**src/rtl/alu_lockstep_pkg.sv**
```systemverilog
// Shared opcode encoding for the dual-lane lockstep ALU.
package alu_lockstep_pkg;

    localparam int OP_W = 3;

    localparam logic [OP_W-1:0] OP_ADD = 3'd0;
    localparam logic [OP_W-1:0] OP_SUB = 3'd1;
    localparam logic [OP_W-1:0] OP_AND = 3'd2;
    localparam logic [OP_W-1:0] OP_OR  = 3'd3;
    localparam logic [OP_W-1:0] OP_XOR = 3'd4;
    localparam logic [OP_W-1:0] OP_SHL = 3'd5;
    localparam logic [OP_W-1:0] OP_SHR = 3'd6;
    localparam logic [OP_W-1:0] OP_CMP = 3'd7;

endpackage

```
**src/rtl/alu_core.sv**
```systemverilog
// Single-lane combinational ALU: result plus one carry/flag bit per opcode.
module alu_core
    import alu_lockstep_pkg::*;
#(
    parameter int WIDTH = 8
) (
    input  logic [WIDTH-1:0] a,
    input  logic [WIDTH-1:0] b,
    input  logic [OP_W-1:0]  sel,
    output logic [WIDTH-1:0] res,
    output logic             carry
);

    always_comb begin
        res   = '0;
        carry = 1'b0;
        case (sel)
            OP_ADD: {carry, res} = {1'b0, a} + {1'b0, b};
            OP_SUB: begin
                res   = a - b;
                carry = (a < b);
            end
            OP_AND: res = a & b;
            OP_OR:  res = a | b;
            OP_XOR: res = a ^ b;
            OP_SHL: begin
                res   = {a[WIDTH-2:0], 1'b0};
                carry = a[WIDTH-1];
            end
            OP_SHR: begin
                res   = {1'b0, a[WIDTH-1:1]};
                carry = a[0];
            end
            OP_CMP: begin
                res   = {{(WIDTH-1){1'b0}}, (a == b)};
                carry = (a < b);
            end
            default: begin
                res   = '0;
                carry = 1'b0;
            end
        endcase
    end

endmodule

```
**src/rtl/alu_lockstep_n.sv**
```systemverilog
// Two-lane ALU with a two-stage pipeline; in lockstep mode the lanes are
// cross-checked and disagreements feed a sticky flag and a saturating counter.
module alu_lockstep_n
    import alu_lockstep_pkg::*;
#(
    parameter int WIDTH = 8,
    parameter int CNT_W = 16
) (
    input  logic             wb_clk_i,
    input  logic             wb_rst_i,
    input  logic             valid_i,
    input  logic [WIDTH-1:0] a0_i,
    input  logic [WIDTH-1:0] b0_i,
    input  logic [WIDTH-1:0] a1_i,
    input  logic [WIDTH-1:0] b1_i,
    input  logic [OP_W-1:0]  sel0_i,
    input  logic [OP_W-1:0]  sel1_i,
    input  logic             mode_i,
    input  logic             err_clr_i,
    output logic             valid_o,
    output logic [WIDTH-1:0] out0_o,
    output logic [WIDTH-1:0] out1_o,
    output logic             carry0_o,
    output logic             carry1_o,
    output logic [WIDTH-1:0] diff_o,
    output logic             carry_diff_o,
    output logic             mismatch_o,
    output logic             err_sticky_o,
    output logic [CNT_W-1:0] mismatch_cnt_o
);

    localparam int NUM_LANES = 2;
    localparam int STAGES    = 2;

    logic [STAGES:1]                     vld_pipe;
    logic [NUM_LANES-1:0][WIDTH-1:0]     s1_a, s1_b;
    logic [NUM_LANES-1:0][OP_W-1:0]      s1_sel;
    logic                                s1_mode;

    logic [NUM_LANES-1:0][WIDTH-1:0]     res;
    logic [NUM_LANES-1:0]                carry;
    logic [WIDTH-1:0]                    diff_n;
    logic                                cdiff_n;
    logic                                mm_n;

    logic [NUM_LANES-1:0][WIDTH-1:0]     s2_out;
    logic [NUM_LANES-1:0]                s2_carry;
    logic [WIDTH-1:0]                    s2_diff;
    logic                                s2_cdiff;
    logic                                s2_mm;

    logic                                sticky;
    logic [CNT_W-1:0]                    cnt;
    logic                                hit;

    // Stage 1: capture operand set and mode together so mode is per transaction.
    always_ff @(posedge wb_clk_i) begin
        if (wb_rst_i) begin
            vld_pipe <= '0;
            s1_a     <= '0;
            s1_b     <= '0;
            s1_sel   <= '0;
            s1_mode  <= 1'b0;
        end else begin
            vld_pipe <= {vld_pipe[STAGES-1:1], valid_i};
            if (valid_i) begin
                s1_a    <= {a1_i, a0_i};
                s1_b    <= {b1_i, b0_i};
                s1_sel  <= {sel1_i, sel0_i};
                s1_mode <= mode_i;
            end
        end
    end

    for (genvar l = 0; l < NUM_LANES; l++) begin : g_lane
        alu_core #(.WIDTH(WIDTH)) u_core (
            .a     (s1_a[l]),
            .b     (s1_b[l]),
            .sel   (s1_sel[l]),
            .res   (res[l]),
            .carry (carry[l])
        );
    end

    always_comb begin
        diff_n  = res[0] ^ res[1];
        cdiff_n = carry[0] ^ carry[1];
        mm_n    = !s1_mode && ((diff_n != '0) || cdiff_n);
    end

    // Stage 2: only loaded by a valid set, so outputs hold between results.
    always_ff @(posedge wb_clk_i) begin
        if (wb_rst_i) begin
            s2_out   <= '0;
            s2_carry <= '0;
            s2_diff  <= '0;
            s2_cdiff <= 1'b0;
            s2_mm    <= 1'b0;
        end else if (vld_pipe[1]) begin
            s2_out   <= res;
            s2_carry <= carry;
            s2_diff  <= diff_n;
            s2_cdiff <= cdiff_n;
            s2_mm    <= mm_n;
        end
    end

    assign hit = vld_pipe[STAGES] && s2_mm;

    // A clear that lands on a mismatch restarts the count at that event.
    always_ff @(posedge wb_clk_i) begin
        if (wb_rst_i) begin
            cnt    <= '0;
            sticky <= 1'b0;
        end else if (err_clr_i) begin
            cnt    <= hit ? CNT_W'(1) : '0;
            sticky <= hit;
        end else if (hit) begin
            sticky <= 1'b1;
            if (!(&cnt))
                cnt <= cnt + CNT_W'(1);
        end
    end

    assign valid_o        = vld_pipe[STAGES];
    assign out0_o         = s2_out[0];
    assign out1_o         = s2_out[1];
    assign carry0_o       = s2_carry[0];
    assign carry1_o       = s2_carry[1];
    assign diff_o         = s2_diff;
    assign carry_diff_o   = s2_cdiff;
    assign mismatch_o     = s2_mm;
    assign err_sticky_o   = sticky;
    assign mismatch_cnt_o = cnt;

endmodule

```
**config.mk**
```make
export PLATFORM = sky130hd
export DESIGN_NAME = alu_lockstep_n
export DESIGN_NICKNAME = d
export VERILOG_FILES = /design/src/rtl/alu_lockstep_pkg.sv /design/src/rtl/alu_core.sv /design/src/rtl/alu_lockstep_n.sv
export SDC_FILE = /design/constraint.sdc
export NUM_CORES = 1
export LEC_CHECK = 0
export CORE_UTILIZATION = 60
export CTS_CLUSTER_SIZE = 12
export DETAILED_ROUTE_END_ITERATION = 8
export GPL_TIMING_DRIVEN = 0
export PLACE_DENSITY = 0.83
export SLEW_MARGIN = 20
export SYNTH_ARGS = -nofsm -noshare
export SYNTH_HDL_FRONTEND = slang
export SYNTH_SLANG_ARGS = --single-unit
export TNS_END_PERCENT = 5
```
**constraint.sdc**
```tcl
create_clock -name wb_clk_i -period 7.2 [get_ports wb_clk_i]
set_input_delay 2.16 -clock wb_clk_i [delete_from_list [all_inputs] [get_ports wb_clk_i]]
set_output_delay 2.16 -clock wb_clk_i [all_outputs]
set_load 0.01 [all_outputs]
```
==> summary.txt <==
STA
  – RSZ-0062 raised after global routing: false
  – TNS Setup: 0 ps
  – Endpoints failing setup: 0
  – Final Max Slew Viols: 0
  – Final min period: 4129 ps
  – Fin worst setup slack: 3071 ps
  – Hold Vio Cnt, Final: 0
  – Clock Skew: 15.34 ps
  – Slew of the pin with the lowest slew margin: 972.7 ps
  – Relative slew slack: 0.3516
  – Crit share post-route: 0.5734
  – Max Freq: 0.2422 GHz

Die
  – # IOs: 89
  – Die Wd: 101.7 microns
  – Core area: 9684 sq um
  – Die area: 10350 sq um
  – Initial Utilization: 0.6161
  – Die Ht: 101.7 microns
  – Rows: 36

Clock network
  – # clock sinks: 86
  – CTS tree: built
  – Clk pin slew, worst setup/hold paths: 100 ps
  – CTS Buffer Depth: 2
  – H-tree depth: 3
  – Latest clock arrival within the worst-skew pair: 370 ps
  – Hold_buf cts: 0
  – Num CTS Buffers: 9
  – PostCTS Resize Cnt: 0
  – Post CTS Setup Buffer Count: 0
  – CTS Root Cell: clkbuf_8

Placement
  – Number of I/O port buffers: 86
  – HPWL after DPL: 13460 microns
  – Place WS: 2690 ps
  – Gpl congestion: 1.009

Logic synthesis
  – Synth Area per Inst: 8.311 sq um
  – Ranking of synthesized cells by area: dfxtp_1 29%, ha_1 10%, mux2i_1 8.9%
  – Most frequent cell after synthesis: nor2_1
  – Number of synthesized flops with an enable pin: 0
  – Sequential fraction of the synthesis area: 0.2885
  – Largest area contributor in the netlist: dfxtp_1
  – Mapped Area: 5967 sq um
  – Dominant synthesized flop cell: dfxtp_1
  – Most frequent cells after synthesis: 110 x nor2_1, 86 x dfxtp_1, 55 x inv_1
  – Synth warn: 0
  – Synth top area share: 0.2885
  – Ys async rst share: 0
  – Yosys reg bits: 86
  – Mapped Cells: 718
  – Unique cell type count in the Yosys netlist: 81
  – Syn Nets: 814

Detailed routing
  – Drc violations: 0
  – Vias per inst: 6.070
  – DRC marker count from the first detailed-route iteration: 467
  – Via count: 5785
  – Metal2 WL: 8321 microns
  – Total Wirelength: 17580 microns
  – Top routing layer in use: met4
  – Metal3 WL: 1330 microns
  – First-pass DRT Iterations: 7
  – DRT antenna net count: 0
  – DRT met1 WL: 7289 microns
  – Wire length per cell: 18.44 microns

Critical path
  – R2R Setup Slk: 3820 ps
  – Cell family with most CP delay: simple AND/OR/NAND/NOR gates
  – Reg2Reg Depth: 12
  – Crit path required time: 7450 ps
  – Worst R2R End: mismatch_o
  – Crit end category: flip-flop
  – RR Startpoint: s1_a[11]
  – CP max stage delay: 540 ps
  – Crit. Startpoint: err_clr_i
  – CP arrival: 4380 ps
  – Worst path cell trace: clkdlybuf4s50_1 > or4b_1 > or4_1 > o21a_2 > and4_4 > nand2b_4 > nor2_2 > xnor2_1 > nor2_1
  – Worst path bufs/invs: 1
  – Critical Path Fanout Max: 9
  – Critical Path Stages: 9
  – CP endpoint: mismatch_cnt_o[7]
  – Crit path kind: input pin to flip-flop
  – Crit-path slowest cell: or4b_1
  – Startpoint Class: input pin

Global route
  – Global-route usage over all layers: 0.3481
  – GRT overflow: 0
  – Global-route wire length before repair: 27480 microns
  – Initial antenna violation count: 0
  – Largest net degree at the start of global routing: 17
  – Vias in the first global route: 5494

Pwr
  – P_leak: 2.920 nW
  – PwrDens: 184.0 nW/um^2
  – Worst VDD drop: 0.1348 mV

Final layout
  – Antenna diodes: 0
  – P&R area growth vs syn: 21.24%
  – Share of cells above drive strength 1: 0.07195
  – # nets final: 911
  – Fillers: 772

Min path
  – Worst Hold Class: flip-flop to flip-flop

Run status
  – Outcome: finished, final reports clean

Flow run
  – Max_cap viols: 0
==> flip-flops by register name (all words and copies together), names as in the netlist <==
signal	cells
mismatch_cnt_o	16
s1_a	16
s1_b	16
diff_o	8
out0_o	8
out1_o	8
s1_sel	6
s2_carry	2
vld_pipe	2
carry_diff_o	1
err_sticky_o	1
mismatch_o	1
s1_mode	1
==> how the worst min path moves through the flow <==
stage                end  cells past startpoint  startpoint
2_1_floorplan    s1_mode                      2     s1_mode
3_3_place_gp   out1_o[5]                      2   out1_o[5]
3_5_place_dp   out1_o[5]                      2   out1_o[5]
4_1_cts        out1_o[5]                      2   out1_o[5]
5_1_grt        out1_o[0]                      2   out1_o[0]
6_report       out1_o[5]                      2   out1_o[5]
==> metrics by stage <==
step	hold slack (ps)	total power, W	area (sq um)	utilization	std cells
after floorplan	451.1	0.0007868	5967	-	718
after global placement	455.9	0.0009041	6994	0.7222	937
after detailed placement	468.7	0.0009180	6994	0.7222	937
after CTS	480.9	0.001321	7234	0.7470	953
after global routing	514.0	0.001388	7234	0.7470	953
final	483.7	0.001331	7234	0.7470	953
==> report_power, final <==
part / total [W] / internal, W / switching (W)
registers: 0.000528 / 0.000502 / 0.0000262
clock network: 0.000412 / 0.000211 / 0.000201
logic: 0.000391 / 0.000173 / 0.000218
==> layer usage <==
metal,vias up,track usage
met5,-,0
met4,0,0.1483
met3,47,0.06418
met2,269,0.5899
met1,2751,0.4322
li1,2718,-
==> area by class of cell <==
cell class              instances  area (sq um)  area share
well taps                     133         166.4     0.02300
multi-input cells             534          3839      0.5306
clock buffers                  10         137.6     0.01902
inverters                      56         210.2     0.02906
plain buffers                  42         196.4     0.02715
flip-flops and latches         86          1722      0.2380
repair buffers                 86         860.8      0.1190
clock inverters                 6         102.6     0.01418
==> worst min-delay path, delay by kind of cell (launching register included) <==
kind	cells	cell delay [ps]
flops	1	320
simple gates	1	60
compound gates	1	60
==> layout by cell type, fill, tap and decap left out, drive strengths merged, types with 5 or more instances in the layout <==
cell           count
a211o              6
a211oi            16
a21o               5
a21oi             36
a22oi              8
and2               6
buf               25
clkbuf            27
clkdlybuf4s50     86
dfxtp             86
ha                49
inv               58
mux2i             53
nand2             25
nand2b            22
nand3             11
nand4              6
nor2             111
nor2b             14
nor3               9
nor4               6
o211ai             7
o21ai             17
o22ai             12
or2                5
or3                7
xnor2             11
xor2              11
==> kinds of logic (layout without fill, tap and decap cells) <==
kind of cell,Yosys count,count (layout),synth area share
simple gates,245,245,0.2091
mux,56,56,0.09646
xor+xnor,22,22,0.03229
flops,86,86,0.2885
fa+ha+maj,53,53,0.1162
buf+inv,98,200,0.06815
compound gates,158,158,0.1894
No activity file was read; power rests on OpenSTA's default activity.
